[config.mk]
export PLATFORM = sky130hd
export DESIGN_NAME = ufm_access_arbiter
export DESIGN_NICKNAME = d
export VERILOG_FILES = /design/src/rtl/ufm_arb_pkg.sv /design/src/rtl/ufm_arb_rr.sv /design/src/rtl/ufm_access_arbiter.sv
export SDC_FILE = /design/constraint.sdc
export NUM_CORES = 1
export LEC_CHECK = 0
export ABC_AREA = 1
export CORE_UTILIZATION = 44
export CTS_BUF_LIST = sky130_fd_sc_hd__clkbuf_8
export DETAILED_ROUTE_END_ITERATION = 10
export PLACE_DENSITY = 0.93
export SETUP_SLACK_MARGIN = 0.5
export SLEW_MARGIN = 30
export SYNTH_ARGS = -nofsm -noshare
export SYNTH_HDL_FRONTEND = slang
export SYNTH_SLANG_ARGS = --single-unit
[constraint.sdc]
create_clock -name clk_i -period 1.8 [get_ports clk_i]
set_clock_uncertainty 0.1 [all_clocks]
set_input_delay 0.18 -clock clk_i [delete_from_list [all_inputs] [get_ports clk_i]]
set_output_delay 0.18 -clock clk_i [all_outputs]
set_load 0.05 [all_outputs]
[src/rtl/ufm_arb_pkg.sv]
// Shared types and defaults for the UFM page-engine access arbiter.
// Holds the FSM state encoding, the command codes and the default timing constants.
package ufm_arb_pkg;

   typedef enum logic [2:0] {
      ST_IDLE      = 3'd0,
      ST_ISSUE     = 3'd1,
      ST_WAIT_BUSY = 3'd2,
      ST_WAIT_DONE = 3'd3,
      ST_RESP      = 3'd4
   } arb_state_e;

   typedef enum logic {
      CMD_RD = 1'b0,
      CMD_WR = 1'b1
   } arb_cmd_e;

   localparam int unsigned DEF_DATA_W      = 32;
   localparam int unsigned DEF_STRB_W      = 4;
   localparam int unsigned DEF_BUSY_WAIT   = 16;
   localparam int unsigned DEF_TMO_W       = 24;
   localparam int unsigned DEF_TIMEOUT_CYC = 8_400_000;

   // Bits needed to hold 0..max_val.
   function automatic int unsigned cnt_width(input int unsigned max_val);
      return (max_val < 2) ? 1 : $clog2(max_val + 1);
   endfunction

endpackage

[src/rtl/ufm_arb_rr.sv]
// Two-way round-robin picker: on a tie the port that did not win last time is chosen.
module ufm_arb_rr (
   input  logic [1:0] req,
   input  logic       last,
   output logic       gnt_valid,
   output logic       gnt_idx
);

   always_comb begin
      gnt_valid = |req;
      gnt_idx   = 1'b0;
      if (&req)
         gnt_idx = ~last;
      else if (req[1])
         gnt_idx = 1'b1;
   end

endmodule

[src/rtl/ufm_access_arbiter.sv]
// Shares the UFM config-page R/W engine between the LPC host path (port 0) and power-on restore (port 1).
// Optional completion timeout in WAIT_DONE is built only when UFM_ARB_TIMEOUT_EN is defined.
module ufm_access_arbiter
   import ufm_arb_pkg::*;
#(
   parameter int unsigned DATA_W      = DEF_DATA_W,
   parameter int unsigned STRB_W      = DEF_STRB_W,
   parameter int unsigned BUSY_WAIT   = DEF_BUSY_WAIT,
   parameter int unsigned TMO_W       = DEF_TMO_W,
   parameter int unsigned TIMEOUT_CYC = DEF_TIMEOUT_CYC
) (
   input  logic              clk_i,
   input  logic              wren_rstn,
   input  logic              req0_rd,
   input  logic              req0_wr,
   input  logic [DATA_W-1:0] req0_wdata,
   output logic              req0_ack,
   output logic              req0_err,
   output logic [DATA_W-1:0] req0_rdata,
   input  logic              req1_rd,
   input  logic              req1_wr,
   input  logic [DATA_W-1:0] req1_wdata,
   output logic              req1_ack,
   output logic              req1_err,
   output logic [DATA_W-1:0] req1_rdata,
   output logic              ufm_wr_strb,
   output logic              ufm_rd_strb,
   output logic [DATA_W-1:0] ufm_wdata,
   input  logic [DATA_W-1:0] ufm_rdata,
   input  logic              ufm_busy,
   output logic              arb_busy,
   output logic              last_grant
);

   localparam int unsigned CNT_W = cnt_width((STRB_W > BUSY_WAIT) ? STRB_W : BUSY_WAIT);
   localparam logic [CNT_W-1:0] STRB_LAST = CNT_W'(STRB_W - 1);
   localparam logic [CNT_W-1:0] BUSY_LAST = CNT_W'(BUSY_WAIT - 1);

   if (STRB_W < 3 || BUSY_WAIT < 1 || TIMEOUT_CYC < 1 || 64'(TIMEOUT_CYC) > (64'(1) << TMO_W)) begin : g_bad_cfg
      $error("ufm_access_arbiter: illegal STRB_W/BUSY_WAIT/TMO_W/TIMEOUT_CYC combination");
   end

   arb_state_e              state_q, state_d;
   arb_cmd_e                cmd_q, cmd_d;
   logic                    port_q, port_d;
   logic                    err_q, err_d;
   logic [CNT_W-1:0]        cnt_q, cnt_d;
   logic                    last_grant_q, last_grant_d;
   logic [DATA_W-1:0]       wdata_q, wdata_d;
   logic                    wr_strb_q, wr_strb_d;
   logic                    rd_strb_q, rd_strb_d;
   logic [1:0]              ack_q, ack_d;
   logic [1:0]              rsp_err_q, rsp_err_d;
   logic [1:0][DATA_W-1:0]  rdata_q, rdata_d;

   logic [1:0] req_rd, req_wr;
   logic       gnt_valid, gnt_idx, tmo_hit;

   assign req_rd = {req1_rd, req0_rd};
   assign req_wr = {req1_wr, req0_wr};

   ufm_arb_rr u_rr (
      .req       (req_rd | req_wr),
      .last      (last_grant_q),
      .gnt_valid (gnt_valid),
      .gnt_idx   (gnt_idx)
   );

`ifdef UFM_ARB_TIMEOUT_EN
   localparam logic [TMO_W-1:0] TMO_LAST = TMO_W'(TIMEOUT_CYC - 1);
   logic [TMO_W-1:0] tmo_q, tmo_d;

   assign tmo_hit = (tmo_q == TMO_LAST);

   // Runs only while waiting for the engine to finish; saturates at the limit.
   always_comb begin
      tmo_d = '0;
      if (state_q == ST_WAIT_DONE)
         tmo_d = tmo_hit ? tmo_q : tmo_q + TMO_W'(1);
   end

   always_ff @(posedge clk_i or negedge wren_rstn) begin
      if (!wren_rstn) tmo_q <= '0;
      else            tmo_q <= tmo_d;
   end
`else
   assign tmo_hit = 1'b0;
`endif

   always_comb begin
      // NOTE: every _d takes its hold value before the case, so no path can leave one unassigned and infer a latch.
      state_d      = state_q;
      cmd_d        = cmd_q;
      port_d       = port_q;
      err_d        = err_q;
      cnt_d        = cnt_q;
      last_grant_d = last_grant_q;
      wdata_d      = wdata_q;
      wr_strb_d    = wr_strb_q;
      rd_strb_d    = rd_strb_q;
      ack_d        = '0;
      rsp_err_d    = '0;
      rdata_d      = rdata_q;

      unique case (state_q)
         ST_IDLE: begin
            // The engine may still be draining after a reset or timeout, so it gates grants.
            if (gnt_valid && !ufm_busy) begin
               state_d      = ST_ISSUE;
               port_d       = gnt_idx;
               last_grant_d = gnt_idx;
               cnt_d        = '0;
               cmd_d        = req_rd[gnt_idx] ? CMD_RD : CMD_WR;
               err_d        = req_rd[gnt_idx] & req_wr[gnt_idx];
               wdata_d      = gnt_idx ? req1_wdata : req0_wdata;
               rd_strb_d    = req_rd[gnt_idx];
               wr_strb_d    = ~req_rd[gnt_idx];
            end
         end
         ST_ISSUE: begin
            if (cnt_q == STRB_LAST) begin
               rd_strb_d = 1'b0;
               wr_strb_d = 1'b0;
               cnt_d     = '0;
               state_d   = ST_WAIT_BUSY;
            end else begin
               cnt_d = cnt_q + CNT_W'(1);
            end
         end
         ST_WAIT_BUSY: begin
            if (ufm_busy) begin
               state_d = ST_WAIT_DONE;
            end else if (cnt_q == BUSY_LAST) begin
               state_d            = ST_RESP;
               ack_d[port_q]      = 1'b1;
               rsp_err_d[port_q]  = 1'b1;
            end else begin
               cnt_d = cnt_q + CNT_W'(1);
            end
         end
         ST_WAIT_DONE: begin
            if (!ufm_busy) begin
               state_d           = ST_RESP;
               ack_d[port_q]     = 1'b1;
               rsp_err_d[port_q] = err_q;
               if (cmd_q == CMD_RD)
                  rdata_d[port_q] = ufm_rdata;
            end else if (tmo_hit) begin
               state_d           = ST_RESP;
               ack_d[port_q]     = 1'b1;
               rsp_err_d[port_q] = 1'b1;
            end
         end
         ST_RESP: state_d = ST_IDLE;
         default: state_d = ST_IDLE;
      endcase
   end

   // NOTE: state flops use non-blocking assignments so every flop samples pre-edge values.
   always_ff @(posedge clk_i or negedge wren_rstn) begin
      if (!wren_rstn) begin
         state_q      <= ST_IDLE;
         cmd_q        <= CMD_RD;
         port_q       <= 1'b0;
         err_q        <= 1'b0;
         cnt_q        <= '0;
         last_grant_q <= 1'b1;
         wdata_q      <= '0;
         wr_strb_q    <= 1'b0;
         rd_strb_q    <= 1'b0;
         ack_q        <= '0;
         rsp_err_q    <= '0;
         rdata_q      <= '0;
      end else begin
         state_q      <= state_d;
         cmd_q        <= cmd_d;
         port_q       <= port_d;
         err_q        <= err_d;
         cnt_q        <= cnt_d;
         last_grant_q <= last_grant_d;
         wdata_q      <= wdata_d;
         wr_strb_q    <= wr_strb_d;
         rd_strb_q    <= rd_strb_d;
         ack_q        <= ack_d;
         rsp_err_q    <= rsp_err_d;
         rdata_q      <= rdata_d;
      end
   end

   assign req0_ack    = ack_q[0];
   assign req1_ack    = ack_q[1];
   assign req0_err    = rsp_err_q[0];
   assign req1_err    = rsp_err_q[1];
   assign req0_rdata  = rdata_q[0];
   assign req1_rdata  = rdata_q[1];
   assign ufm_wr_strb = wr_strb_q;
   assign ufm_rd_strb = rd_strb_q;
   assign ufm_wdata   = wdata_q;
   assign arb_busy    = (state_q != ST_IDLE);
   assign last_grant  = last_grant_q;

endmodule
== After elaboration in Yosys (flattened, before gate mapping) ==
Index checks and enable logic that the tools add are counted.

* Equal/unequal tests: 11
* Reduce and logical (&&, ||, !) cells: 14
* Div/mod/pow operators: 0
* Mux-type cells: 35
* Order comparisons: 3
* Bitwise logic cells: 7
* $mul: 0
* $add $sub $neg: 1
* Shifts and indexed selects: 0

{| class="wikitable"
|+ Operators by type and width
! operator !! number
|-
| 64-bit bitwise mux || 1
|-
| 32-bit two-way mux || 2
|-
| 32-bit demux with 1-bit select || 1
|-
| 5-bit two-way mux || 4
|-
| 3-bit two-way mux || 5
|-
| 5-bit case mux with 3 select lines || 1
|-
| 3-bit case mux with 4 select lines || 1
|-
| 1-bit two-way mux || 11
|-
| 2-bit != test (second input constant) || 5
|-
| 2-bit two-way mux || 4
|-
| 2-bit case mux with 2 select lines || 2
|-
| 4-bit AND reduction || 2
|-
| 3-bit by 2-bit == test with 1-bit output (second input constant) || 2
|-
| 3-bit AND reduction || 2
|-
| 3-bit nonzero test || 2
|-
| 5-bit by 1-bit adder with 5-bit output (second input constant) || 1
|-
| 5-bit by 2-bit == test with 1-bit output (second input constant) || 1
|-
| 5-bit by 4-bit == test with 1-bit output (second input constant) || 1
|-
| 1-bit by 2-bit less-than comparator with 1-bit output (second input constant) || 2
|-
| 1-bit NOT || 4
|-
| 1-bit case mux with 2 select lines || 2
|-
| 2-bit AND reduction || 2
|-
| 3-bit by 1-bit == test with 1-bit output (second input constant) || 1
|-
| 3-bit zero test || 1
|-
| other kinds (10) || 11
|}

* Bits in read-only memories: 0
* Word-level logic and storage cells: 84
* RAM bits: 0
* Input bits: 103
* Latch bits: 0
* Output and inout port bits: 104
* Bits in registers: 114
* Memories: 0

== Logic depth before layout (Yosys ltp) ==
* Depth in word-level cells: 8
* Gate-level depth with buffers: 10
* Gate-level depth less buffers: 10

== Modules after synthesis ==
From an unflattened synthesis, not the netlist that was laid out.

* Cell total of the unflattened synthesis: 548
* Area, all modules: 5,072.4 um^2

{| class="wikitable"
|+ Modules (own cells, without submodules)
! module !! area each (um^2) !! seq. area each (um^2) !! times used !! cells an instance
|-
| ufm_access_arbiter || 5,057.4 || 2,854.0 || 1 || 545
|-
| ufm_arb_rr || 15.0 || 0.0 || 1 || 3
|}

== Worst setup path after synthesis ==
OpenSTA, ideal clock, no wires.

* Kind: reg2reg
* From: register cnt_q[0]
* To: register cnt_q[0]
* Cell stages (with the launch flop): 11
* Slack: 0.093 ns
* Library setup time: 0.121 ns
* Buffers on the path: 0
* Arrival time: 1.486 ns
* Period minus slack after synthesis: 1.707 ns
* Data required time: 1.579 ns
* Cells stage by stage: dfrtp_1 -> ha_1 -> nand2_1 -> nor2_1 -> ha_1 -> nor2_1 -> o21ai_0 -> nor2_1 -> nand2_2 -> nand2_1 -> o21ai_1

* Longest elaborated chain between the ends: 4
* Elaborated cells on any way between the ends: 9
* Classes of those cells: add/sub (1); eq/ne (3); mux (4); reduce/logical (1)

{| class="wikitable"
|+ RTL lines
! item !! line !! source
|-
| start: declaration || ufm_access_arbiter.sv:47 || <nowiki>logic [CNT_W-1:0] cnt_q, cnt_d;</nowiki>
|-
| start signal: assignment || ufm_access_arbiter.sv:179 || <nowiki>cnt_q <= cnt_d;</nowiki>
|-
| 5-bit by 1-bit adder with 5-bit output || ufm_access_arbiter.sv:127, ufm_access_arbiter.sv:138 ||
|-
| 5-bit two-way mux || ufm_access_arbiter.sv:133 || <nowiki>end else if (cnt_q == BUSY_LAST) begin</nowiki>
|-
| 5-bit two-way mux || ufm_access_arbiter.sv:131 || <nowiki>if (ufm_busy) begin</nowiki>
|-
| 5-bit case mux with 3 select lines || ufm_access_arbiter.sv:105 || <nowiki>unique case (state_q)</nowiki>
|}

Parallel ways exist; a longest one is shown, timed or not. The select of a mux whose other input is x is not followed.
A chain may end at the register's enable or synchronous reset.

== Worst setup path in the final report ==
* From: register state_q[2]
* To: register rdata_q (netlist bit req1_rdata[20])

* Longest elaborated chain between the ends: 2

{| class="wikitable"
|+ RTL lines
! item !! line !! source
|-
| start: declaration || ufm_access_arbiter.sv:43 || <nowiki>arb_state_e state_q, state_d;</nowiki>
|-
| start signal: assignment || ufm_access_arbiter.sv:175 || <nowiki>state_q <= state_d;</nowiki>
|-
| 3-bit by 2-bit == test with 1-bit output || ufm_access_arbiter.sv:105 ||
|-
| 3-bit AND reduction (no source line) || -- ||
|-
| end signal: assignment || ufm_access_arbiter.sv:186 || <nowiki>rdata_q <= rdata_d;</nowiki>
|-
| end: declaration || ufm_access_arbiter.sv:54 || <nowiki>logic [1:0][DATA_W-1:0] rdata_q, rdata_d;</nowiki>
|}

No other way between the ends.

==> flow_summary.rst <==
.. list-table::
   :header-rows: 1

   * - Metric
     - Value
   * - Area share of the largest cell type after synthesis
     - 0.571
   * - Number of clock sinks
     - roughly 110
   * - Vias in the first global route
     - 5,563
   * - # placed instances
     - 883
   * - Layout cells sized above 1
     - 0.538
   * - Share of the synthesized netlist area taken by xor and xnor gates
     - 0.00177
   * - Sequential element share of the synthesized area
     - 0.576
   * - Min-Delay Path Class
     - in -> async
   * - Most area-consuming cells after synthesis
     - dfrtp_1 (57%), nand2_1 (11%), o21ai_1 (8.6%)
   * - Filler Cells Inserted
     - between 300 and 400
   * - Pwr dens
     - 2050 nW/µm²
   * - Total congestion overflow after global routing
     - 0
   * - Simple-gate share of the synthesized area
     - 0.176
   * - Commonest non-fill, non-tap cells in the layout
     - buf_6 (114), dfrtp_1 (103), clkdlybuf4s50_1 (101), o21ai_2 (95), buf_4 (82)
   * - Area of the die
     - 11,700 µm²
   * - Leakage dissipation
     - 0.00470 µW
   * - Number of CTS-inserted buffers
     - 17
   * - Number of H-tree levels
     - 4
   * - Mean instance size in the synthesized netlist
     - 9.12 µm²
   * - Syn Std Cell Area
     - 4950 µm²
   * - Final cell count without fillers
     - about 1k
   * - Dpl hpwl
     - 10,300 µm
   * - Area of all placed cells without fillers
     - 9890 µm²
   * - Wire length of the first global-routing pass
     - 29,500 µm
   * - RSZ-0062 raised after global routing
     - true
   * - Worst Max-Slew Pin Slew
     - 0.546 ns
   * - Pins over their slew limit
     - 0
   * - Critical Path End Type
     - register
   * - Worst-skew pair later-pin latency
     - 0.43 ns
   * - Total number of vias
     - 5,816
   * - Effective utilization at floorplan
     - 0.455
   * - Relative slew slack
     - 0.632
   * - Final RePlAce weighted congestion
     - between 0.9 and 1
   * - Maxcap violations
     - 0
   * - Antenna violations before repair
     - 0
   * - Compound-cell area share of the yosys netlist
     - 0.168
   * - Arithmetic-cell share of the synthesized area counting full adders, half adders and majority gates
     - 0.00505
   * - Routed wire length
     - 24,300 µm
   * - Final critical-path share of the clock period
     - 1.02
   * - Number of standard-cell rows in the floorplan
     - 38
   * - Final ANT Viol Nets
     - 0
   * - Placeable Area
     - 10,900 µm²
   * - Critical path's slowest cell
     - dfrtp_1
   * - Register bit total from synthesis
     - 114
   * - Number of ports placed on the die boundary
     - ~210
   * - Via/cell ratio
     - 5.71
   * - Buffer type at the clock tree root
     - clkbuf_8
   * - Number of buffers added on ports
     - around 210
   * - WS Path Type
     - reg -> reg
   * - Largest net degree at the start of global routing
     - just over 60
   * - Highest cell delay on the worst timing path
     - roughly 0.40 ns
   * - Die W
     - 108 µm
   * - Endpoint arrival time on the critical path
     - 2.05 ns
   * - Violations in the final reports
     - setup timing
   * - Number of inserted diodes
     - 0
   * - Main combinational cell family by area after synthesis
     - simple AND/OR/NAND/NOR gates
   * - Post-Synthesis Cells
     - 543
   * - Worst-case setup margin in the final layout
     - -0.0370 ns
   * - TritonCTS clock tree
     - built
   * - Maximum clock frequency
     - 0.544 GHz
   * - DR iter-0 viols
     - 407
   * - Post-synthesis mux area share
     - 0
   * - Maximum ir drop on the vdd rail
     - 1710 µV
   * - Post-Place Cell Area
     - slightly above 7000 µm²
   * - Tot Pwr
     - 20,200 µW
   * - Cell taking the most area after synthesis
     - dfrtp_1
   * - CP Data Required Time
     - 2.02 ns
   * - Largest fanout of any net on the critical path
     - 8
   * - Number of warnings reported in the yosys synthesis log
     - 0
   * - Post-CTS clock slew at the launch and capture registers of the worst setup and hold paths
     - 0.08 ns
   * - Final critical-path required period
     - ~1.8 ns
   * - DP Worst Slack
     - -0.0584 ns
   * - Routed wire length per instance
     - around 24 µm
   * - Post-synthesis cell type count
     - 30
   * - Cell-by-cell trace of the critical path
     - inv_2, nand2_4, nor2_8, buf_6, nand3_4, buf_12, buf_16, o21ai_2
   * - Syn_nets
     - 648
   * - Number of buffers on the longest clock path
     - 2
   * - Pre-Repair DR Iteration Count
     - 5
   * - Launching element type of the critical path
     - register
   * - Most common cell after layout, fill and taps aside
     - buf_6
   * - Vertical die dimension
     - between 100 and 150 µm
   * - Global Route Usage Sum
     - 0.341
   * - Net count reported at finish
     - 970
   * - Number of setup violations in the final report
     - 1
   * - Number of hold violations in the final report
     - 0
   * - Outcome
     - complete, but fails checks
   * - DRC violations left
     - 0
   * - Setup TNS Final
     - -0.0370 ns
   * - Layout-stage area growth over the synthesis result
     - 99.6%
[final timing paths]
| check | from | to | slack, ns | depth (start not counted) |
|---|---|---|---|---|
| max in group asynchronous | wren_rstn | req0_rdata[21] | 0.81 | 3 |
| hold / removal | wren_rstn | ufm_wr_strb | 0.13 | 2 |
| setup reg to reg | state_q[2] | req1_rdata[20] | -0.04 | 8 |
| min in group clk_i | req1_wdata[31] | ufm_wdata[31] | 0.25 | 3 |
| setup / recovery | state_q[2] | req1_rdata[20] | -0.04 | 8 |
| hold reg to reg | ufm_wdata[21] | ufm_wdata[21] | 0.42 | 2 |
[synth_stat cells (all sizes together)]
cell,instances
o21bai,1
xor2,1
inv,51
o31ai,1
nand3,9
nor3,1
o21a,1
dfrtp,113
dfstp,1
o211ai,1
o21ai,137
nand2,143
ha,2
buf,25
nand4,3
nor2,52
nor4,1
[through the flow]
step,util,hold slack (ns)
finish,0.908,0.133
global route,0.908,0.158
CTS,0.809,0.128
detailed placement,0.660,0.0131
global placement,0.660,0.00616
floorplan,-,-0.216
[sequential cells by signal, indices dropped and copies added, names as in the netlist]
signal / cells
ufm_rd_strb: 1
req1_rdata: 32
last_grant: 1
port_q: 1
req0_rdata: 32
ack_q: 2
cnt_q: 5
rsp_err_q: 2
state_q: 3
ufm_wr_strb: 1
cmd_q: 1
err_q: 1
ufm_wdata: 32
[worst max-delay path: cells and delay by family, from the launching register on]
kind,cells,cell delay [ns]
AOI/OAI and AO/OA,1,0.28
buffers and inverters,4,0.58
DFF,1,0.40
and+or+nand+nor,3,0.35
[per-layer routing]
layer / vias to the layer above / wire length, µm / global-route usage
met3: 147 / 2550 / 0.103
met4: 0 / 1820 / 0.217
li1: 2400 / - / -
met2: 469 / 11800 / 0.581
met1: 2800 / 8130 / 0.368
met5: - / 0 / 0
[logic make-up (layout without fill, tap and decap cells)]
kind of cell | Yosys count | after routing
AO/OA/AOI/OAI | 141 | 141
XOR/XNOR | 1 | 1
adder cells (fa/ha/maj) | 2 | 2
buffers and inverters | 76 | 410
flip-flops | 114 | 114
AND/OR/NAND/NOR | 209 | 210
[cell type report]
| type | instances | area, µm² | area share |
|---|---|---|---|
| Multi-Input combinational cell | 354 | 2610 | 0.264 |
| Inverter | 51 | 201 | 0.0204 |
| Clock inverter | 12 | 164 | 0.0166 |
| Clock buffer | 20 | 275 | 0.0278 |
| Timing Repair Buffer | 327 | 3590 | 0.363 |
| Tap cell | 140 | 175 | 0.0177 |
| Sequential cell | 114 | 2870 | 0.290 |
[report_power, final]
part | total [µW] | switching, µW | leakage, µW | internal, µW
clock network | 2740 | 1130 | 0.000236 | 1600
logic | 12500 | 7550 | 0.00302 | 4970
registers | 4970 | 1250 | 0.00145 | 3720
total | 20200 | 9940 | 0.00470 | 10300
[what timing repair did]
| action | CTS | global route |
|---|---|---|
| setup buffers | 32 | 53 |
| hold endpoints to repair | 114 | 0 |
| endpoints found under the setup margin | 209 | 203 |
| cloned | 16 | 1 |
| resized for setup | 623 | 173 |
| pin swaps | 33 | 20 |
| hold buffers | 1 | 0 |
Note: power is estimated with default switching activity, not from simulation.
